**config.mk**
```make
export PLATFORM = sky130hd
export DESIGN_NAME = iir8_fir_requant
export DESIGN_NICKNAME = d
export VERILOG_FILES = /design/src/rtl/iir8_fir_requant.sv
export SDC_FILE = /design/constraint.sdc
export NUM_CORES = 1
export LEC_CHECK = 0
export ABC_CLOCK_PERIOD_IN_PS = 3990
export CORE_MARGIN = 4
export CORE_UTILIZATION = 32
export DETAILED_ROUTE_END_ITERATION = 8
export PLACE_DENSITY_LB_ADDON = 0.05
export SETUP_SLACK_MARGIN = 0.3
export SYNTH_ARGS = -nofsm -noshare
export SYNTH_HDL_FRONTEND = slang
export SYNTH_SLANG_ARGS = --single-unit
export TNS_END_PERCENT = 10
```
**constraint.sdc**
```tcl
create_clock -name clk -period 3.99 [get_ports clk]
set_input_delay 0.798 -clock clk [delete_from_list [all_inputs] [get_ports clk]]
set_output_delay 0.798 -clock clk [all_outputs]
set_load 0.01 [all_outputs]
```
**src/rtl/iir8_fir_requant.sv**
```systemverilog
// iir8_fir_requant: requantizes 8 parallel signed fixed-point lanes from the FIR section
// to 12-bit signed integers. Two-stage pipeline with valid strobe, per-lane saturation
// flags, a sticky saturation flag and a saturating event counter.
// Optional build macro IIR8_REQUANT_ROUND_EN: round-half-up instead of floor truncation.
module iir8_fir_requant #(
  parameter int unsigned NINBITS  = 24,
  parameter int unsigned NFRAC    = 10,
  parameter int unsigned NOUTBITS = 12,
  parameter int unsigned NCNTBITS = 16
) (
  input  logic                  clk,
  input  logic                  rst,
  input  logic [8*NINBITS-1:0]  din,
  input  logic                  din_valid,
  output logic [8*NOUTBITS-1:0] dout,
  output logic                  dout_valid,
  output logic [7:0]            sat_lane,
  output logic                  sat_sticky,
  output logic [NCNTBITS-1:0]   sat_count,
  input  logic                  sat_clear
);

  // Width of the shifted quotient: sign-extended input minus dropped fraction bits.
  localparam int unsigned QW = NINBITS - NFRAC + 1;

  localparam logic signed [QW-1:0] QMAX =
      {{(QW - NOUTBITS + 1){1'b0}}, {(NOUTBITS - 1){1'b1}}};
  localparam logic signed [QW-1:0] QMIN = ~QMAX;

  localparam logic [NOUTBITS-1:0] OMAX = {1'b0, {(NOUTBITS - 1){1'b1}}};
  localparam logic [NOUTBITS-1:0] OMIN = {1'b1, {(NOUTBITS - 1){1'b0}}};

`ifdef IIR8_REQUANT_ROUND_EN
  localparam logic signed [NINBITS:0] RND =
      {{(NINBITS + 1 - NFRAC){1'b0}}, 1'b1, {(NFRAC - 1){1'b0}}};
`endif

  logic [8*NINBITS-1:0]  r_din;
  logic                  r_din_valid;
  logic [8*NOUTBITS-1:0] w_dout;
  logic [7:0]            w_sat_lane;
  logic                  w_event;
  logic [NCNTBITS-1:0]   r_sat_count;
  logic                  r_sat_sticky;
  logic [8*NOUTBITS-1:0] r_dout;
  logic                  r_dout_valid;
  logic [7:0]            r_sat_lane;

  // Stage 1: capture input bus and strobe every cycle.
  always_ff @(posedge clk) begin
    if (rst) begin
      r_din       <= '0;
      r_din_valid <= 1'b0;
    end else begin
      r_din       <= din;
      r_din_valid <= din_valid;
    end
  end

  for (genvar k = 0; k < 8; k++) begin : g_lane
    logic signed [NINBITS:0] w_x;
    logic signed [NINBITS:0] w_sum;
    logic signed [QW-1:0]    w_q;
    logic                    w_hi;
    logic                    w_lo;
    logic                    w_unused_frac;

    assign w_x = {r_din[NINBITS*k+NINBITS-1], r_din[NINBITS*k +: NINBITS]};
`ifdef IIR8_REQUANT_ROUND_EN
    // Extra guard bit means +half can never wrap.
    assign w_sum = w_x + RND;
`else
    assign w_sum = w_x;
`endif
    // Dropping the low bits of a two's-complement value is an arithmetic floor shift.
    assign w_q           = w_sum[NINBITS:NFRAC];
    assign w_unused_frac = ^w_sum[NFRAC-1:0];
    assign w_hi          = (w_q > QMAX);
    assign w_lo          = (w_q < QMIN);
    assign w_sat_lane[k] = w_hi | w_lo;
    assign w_dout[NOUTBITS*k +: NOUTBITS] = w_hi ? OMAX :
                                            w_lo ? OMIN : w_q[NOUTBITS-1:0];
  end

  // Stage 2: register requantized lanes; data follows stage 1 even when not valid.
  always_ff @(posedge clk) begin
    if (rst) begin
      r_dout       <= '0;
      r_dout_valid <= 1'b0;
      r_sat_lane   <= '0;
    end else begin
      r_dout       <= w_dout;
      r_dout_valid <= r_din_valid;
      r_sat_lane   <= w_sat_lane;
    end
  end

  // Event is taken from the presented outputs, so it lands one cycle after the beat.
  assign w_event = r_dout_valid & (|r_sat_lane);

  // Sticky flag and saturating counter; a clear colliding with an event keeps the event.
  always_ff @(posedge clk) begin
    if (rst) begin
      r_sat_count  <= '0;
      r_sat_sticky <= 1'b0;
    end else if (sat_clear) begin
      r_sat_count  <= w_event ? NCNTBITS'(1) : '0;
      r_sat_sticky <= w_event;
    end else if (w_event) begin
      r_sat_sticky <= 1'b1;
      if (r_sat_count != {NCNTBITS{1'b1}}) begin
        r_sat_count <= r_sat_count + NCNTBITS'(1);
      end
    end
  end

  assign dout       = r_dout;
  assign dout_valid = r_dout_valid;
  assign sat_lane   = r_sat_lane;
  assign sat_sticky = r_sat_sticky;
  assign sat_count  = r_sat_count;

endmodule

```
==> metrics.cfg, run 1 <==
[route]
wire_per_inst_um = 15.2
via_per_inst = 4.44
highest_layer = met4
drtPass1Iterations = 5
drtAntennaViolNets = 0
drc = 0
first_iter_violations = 165
vias = 5070
met1_length_um = 6810
wl_met2_um = 8370
wl_met3_um = 1690
postRouteWirelength_um = 17400

[setup_path]
cp-startpoint = sat_count[2]
end_kind = primary output
critPathMaxStageDelay_ps = 600
critPathSlowestCell = clkdlybuf4s50_1
reg2reg_slack_ps = 2070
crit_fanout = 8
endpoint = sat_count[2]
crit_buf_inv = 1
reg2regPathDepth = 5
crit_cells = 1
r2r_end = sat_count[3]
cp.required_ps = 3190
worst-setup-path-type = reg2out
r2r_start = sat_count[0]
critPathTopFamily = buffers and inverters
critPathLaunchType = flip-flop
cp_cell_sequence = clkdlybuf4s50_1
arrival_ps = 1610

[logic_synthesis]
synth_top_area_share_pct = 66.9
netlist_instances = 613
avgSynthCellArea_um2 = 11.5
synth.net_count = 810
seq_area_frac_synth_pct = 66.9
synthArstFlopShare_pct = 0
yosys_register_bits = 235
ys_warn_count = 0
netlist_area_um2 = 7040
synth_common_cells = dfxtp_1 (235), nor2b_1 (122), o21a_1 (88)
synth_cell_types = 36
synth_ff_type = dfxtp_1
yosysTopAreaCell = dfxtp_1
synth.most_common_cell = dfxtp_1
ys_top_cells_by_area = dfxtp_1 (67%), nor2b_1 (11%), o21a_1 (9.4%)
synth_edf_count = 0

[placement]
io_buffer_count = 237
dpl_worst_slack_ps = 1250
place_congestion = 0.877
place_hpwl_um = 12300

[global_route]
grt_max_degree = 85
grt_pass1_vias = 5137
grt_overflow = 0
grt_usage_pct = 13.7
grt_pass1_wl_um = 27100
antenna_found_initial = 0

[floorplan]
dieHeight_um = 156
die_x_um = 156
core-area_um2 = 21400
num_rows = 53
start_util_pct = 32.9
io_pins = 318
dieArea_um2 = 24400

[cells_and_area]
nets = 1045
syn_to_final_growth_pct = 50.3
fillers = 1986
drive_above_1_share_pct = 6.68
antenna_cells = 0
register_area_um2 = 4700
multiInputGateArea_um2 = 2200

[sta]
fin_skew_ps = 10.3
worst_pin_slew_ps = 931
fmax_ghz = 0.415
drv_slew = 0
relSlewSlack_pct = 37.9
min_period_ps = 2410
fin_crit_sh_pct = 60.4
setup_viol = 0
finalSetupTns_ps = 0
rsz0062_at_grt = false
final_hold_viol_count = 0
worst_slack_ps = 1580
holdWs_ps = 437

[min_path]
hp-start = r_din[87]
hold_class = reg2reg

[clock_tree]
cts.htree.levels = 1
cts_tree = yes
clock_latency_ps = 510
cts_sinks = 235
cts_setup_buffers = 0
clk_path_buf_depth = 3
cts_buffers = 26
postCtsHoldBufs = 0
path_clk_slew_ps = 60
clock-root-buffer = clkbuf_16
ctsResizeCount = 0

[power_and_ir_drop]
p_per_area_nw_per_um2 = 523
p_total_uw = 5530
ir_drop_uv = 301
power_leakage_uw = 0.00400

[run_status]
status = finished clean

[flow_run]
maxCapViolCount = 0

==> routing by layer <==
metal  vias up  global-route usage [%]
met5         -                       0
met4         0                    4.67
met3        43                    4.95
met2       180                    23.1
met1      2363                    16.2
li1       2484                       -
==> layout make-up <==
| cell class | count | area share, % |
|---|---|---|
| sequential | 235 | 44.5 |
| timing repair buffer | 240 | 22.6 |
| multi-input combinational | 343 | 20.8 |
| clock buffer | 34 | 7.11 |
| tap | 275 | 3.25 |
| clock inverter | 14 | 1.68 |
| inverter | 2 | 0.0710 |
==> worst register-to-register path: cells and delay by family (launching register included) <==
| family | cells | cell delay, ps |
|---|---|---|
| and+or+nand+nor | 3 | 910 |
| DFF | 1 | 470 |
| adders and majority gates | 1 | 290 |
| AOI/OAI and AO/OA | 1 | 160 |
==> sequential cells by signal (all words and copies together), names as in the netlist <==
| register | flops |
|---|---|
| dout | 96 |
| r_din_valid | 1 |
| sat_sticky | 1 |
| dout_valid | 1 |
| sat_count | 16 |
| sat_lane | 8 |
| r_din | 112 |
==> power by group <==
| part | internal [uW] | switching (uW) | total (uW) |
|---|---|---|---|
| Combinational | 300 | 193 | 492 |
| Clock | 1580 | 925 | 2510 |
| Sequential | 2480 | 46.6 | 2530 |
| Total | 4370 | 1160 | 5530 |
==> worst min-delay path by stage <==
stage                       endpoint  depth (start not counted)
after floorplan           dout_valid                          1
after global placement      dout[70]                          1
after detailed placement    dout[22]                          1
after CTS                   dout[53]                          1
after global routing        dout[36]                          1
final                       dout[41]                          1
==> cells by family after synthesis <==
kind of cell	after synthesis	share of synthesized area [%]
xor+xnor	12	1.49
compound gates	124	12.6
simple gates	205	16.9
flops	235	66.9
buf+inv	35	1.87
fa+ha+maj	1	0.178
mux	1	0.142
==> metrics by stage <==
step / std cells / area [um^2] / util, %
after floorplan: 613 / 7040 / -
after global placement: 1095 / 9650 / 45.2
after detailed placement: 1095 / 9650 / 45.2
after CTS: 1143 / 10600 / 49.5
after global routing: 1143 / 10600 / 49.5
final: 1143 / 10600 / 49.5
==> cells in the final DEF, fill, tap and decap left out, types with 3 or more instances in the layout <==
cell | Yosys | routed
nor3_1 | 4 | 4
o21a_1 | 88 | 88
buf_4 | 0 | 4
bufinv_16 | 0 | 4
nand2b_1 | 3 | 3
nor2b_1 | 122 | 122
nor2_1 | 35 | 35
nand3_1 | 5 | 5
clkinvlp_4 | 0 | 3
a21oi_1 | 18 | 18
clkbuf_16 | 0 | 27
clkdlybuf4s50_1 | 0 | 236
nand4_1 | 4 | 4
o21ai_0 | 9 | 9
dfxtp_1 | 235 | 235
and4_1 | 3 | 3
and3_1 | 4 | 4
clkinv_2 | 0 | 7
clkbuf_8 | 0 | 5
nand2_1 | 14 | 14
xnor2_1 | 10 | 10
Power figures use the tool's default switching activity.
==> run 2, diff against run 1 <==
--- a/config.mk
+++ b/config.mk
@@ -5,7 +5,7 @@
 export SDC_FILE = /design/constraint.sdc
 export NUM_CORES = 1
 export LEC_CHECK = 0
-export ABC_CLOCK_PERIOD_IN_PS = 3990
+export ABC_CLOCK_PERIOD_IN_PS = 2300
 export CORE_MARGIN = 4
 export CORE_UTILIZATION = 32
 export DETAILED_ROUTE_END_ITERATION = 8
==> constraint.sdc (replaced) <==
create_clock -name clk -period 2.3 [get_ports clk]
set_input_delay 0.46 -clock clk [delete_from_list [all_inputs] [get_ports clk]]
set_output_delay 0.46 -clock clk [all_outputs]
set_load 0.01 [all_outputs]
==> metrics.cfg, run 2 (synthesized netlist as in run 1, its figures left out) <==
[run_status]
status = finished clean

[setup_path]
worst-setup-path-type = reg2out
cp.required_ps = 1840  ; -1350 ps
critPathSlowestCell = clkdlybuf4s50_1
crit_cells = 1  ; unchanged
reg2regPathDepth = 6  ; +1
crit_buf_inv = 1  ; unchanged
crit_fanout = 7  ; -1
critPathLaunchType = flip-flop
cp_cell_sequence = clkdlybuf4s50_1
end_kind = primary output
reg2reg_slack_ps = 500  ; -1570 ps
arrival_ps = 1560  ; -50 ps
critPathTopFamily = buffers and inverters
critPathMaxStageDelay_ps = 590  ; about the same

[route]
vias = 5096  ; +0.51%
drtAntennaViolNets = 0  ; unchanged
first_iter_violations = 157  ; -4.8%
drtPass1Iterations = 4  ; -1
postRouteWirelength_um = 17500  ; +0.55%
wire_per_inst_um = 15.2  ; +0.11%
via_per_inst = 4.44  ; about the same
drc = 0  ; unchanged

[min_path]
hold_path_depth = 2  ; +1
hold_class = in2reg

[clock_tree]
path_clk_slew_ps = 60  ; about the same
clk_path_buf_depth = 3  ; unchanged
cts_setup_buffers = 0  ; unchanged
cts_tree = yes
clock_latency_ps = 510  ; about the same
clock-root-buffer = clkbuf_16
cts.htree.levels = 1  ; unchanged
cts_buffers = 26  ; unchanged
postCtsHoldBufs = 0  ; unchanged
cts_sinks = 235  ; unchanged

[floorplan]
num_rows = 53  ; unchanged
dieHeight_um = 156  ; unchanged
io_pins = 318  ; unchanged
core-area_um2 = 21400  ; unchanged
start_util_pct = 32.9  ; unchanged
dieArea_um2 = 24400  ; unchanged
die_x_um = 156  ; unchanged

[placement]
place_hpwl_um = 12600  ; +2.2%
io_buffer_count = 237  ; unchanged
placed_cells = 1101  ; +0.55%
place_congestion = 0.864  ; -1.4%

[power_and_ir_drop]
power_leakage_uw = 0.00402  ; +0.39%
ir_drop_uv = 444  ; +48%
p_per_area_nw_per_um2 = 890  ; +70%

[sta]
worst_pin_slew_ps = 902  ; -29.1 ps
rsz0062_at_grt = true
fin_skew_ps = 11.9  ; +1.57 ps
drv_slew = 0  ; unchanged
min_period_ps = 2020
fin_crit_sh_pct = 88.0
final_hold_viol_count = 0  ; unchanged
relSlewSlack_pct = 39.8  ; +1.9 points
fmax_ghz = 0.494
finalSetupTns_ps = 0  ; unchanged
setup_viol = 0  ; unchanged

[global_route]
grt_pass1_vias = 5227  ; +1.8%
antenna_found_initial = 0  ; unchanged
grt_usage_pct = 13.8  ; +0.14 points
grt_pass1_wl_um = 27300  ; +0.99%
grt_max_degree = 50  ; -41%
grt_overflow = 0  ; unchanged

[cells_and_area]
finalNonFillerCells = 1148  ; +0.44%
fillers = 1928  ; -2.9%
largest_reg_flops = 112  ; unchanged
final_cell_mix = clkdlybuf4s50_1 (236), dfxtp_1 (231), nor2b_1 (122)
nets = 1051  ; +0.57%
antenna_cells = 0  ; unchanged
top_register = r_din
drive_above_1_share_pct = 7.33  ; +0.65 points
syn_to_final_growth_pct = 50.5  ; about the same
layout_commonest_cell = clkdlybuf4s50_1

[flow_run]
maxCapViolCount = 0  ; unchanged

run 2: cell types whose count changed in the layout (fill, tap and decap cells not counted), sizes merged:
cell	change
buf	+6
bufinv	-2
clkbuf	+5
clkinv	-3
clkinvlp	-2
inv	+1
run 2: metrics by stage:
| stage | util (%) | setup slack [ps] | instance area (um^2) | total power [uW] | hold WS [ps] |
|---|---|---|---|---|---|
| final | 49.6 | 275 | 10600 | 9420 | 415 |
| after global routing | 49.6 | 186 | 10600 | 9810 | 432 |
| after CTS | 49.6 | 225 | 10600 | 9580 | 405 |
| after detailed placement | 45.4 | 329 | 9690 | 5360 | 421 |
| after global placement | 45.4 | 371 | 9690 | 5340 | 419 |
| after floorplan | - | 696 | 7040 | 4810 | 414 |
run 2: where the power goes:
part | leakage (uW) | switching (uW) | internal (uW)
Combinational | 0.00163 | 334 | 526
Clock | 0.000439 | 1580 | 2590
Sequential | 0.00195 | 81.4 | 4310
Total | 0.00402 | 1990 | 7430
run 2: final timing paths:
kind	from	to
worst min register to register	r_din[107]	dout[49]
worst max register to register	sat_count[0]	sat_count[12]
worst max-delay path	sat_count[9]	sat_count[9]
worst min-delay path	rst	sat_lane[1]
run 2: metal layers:
metal  vias to the layer above  routed length [um]  global-route usage, %
li1                       2512                   -                      -
met1                      2376                6730                   15.7
met2                       178                8700                   24.0
met3                        30                1670                   5.20
met4                         0                 402                   4.34
met5                         -                   0                      0
run 2: timing repair:
| item | in CTS | in global routing |
|---|---|---|
| endpoints found under the hold margin | 0 | 0 |
| endpoints found under the setup margin | 10 | 14 |
| resized for setup | 2 | 2 |
run 2: layout make-up:
| cell class | instances | area, um^2 | area share, % |
|---|---|---|---|
| sequential | 235 | 4710 | 44.5 |
| timing repair buffer | 246 | 2440 | 23.0 |
| multi-input combinational | 343 | 2200 | 20.8 |
| clock buffer | 39 | 791 | 7.47 |
| tap | 275 | 344 | 3.25 |
| clock inverter | 8 | 98.8 | 0.934 |
| inverter | 2 | 7.51 | 0.0709 |
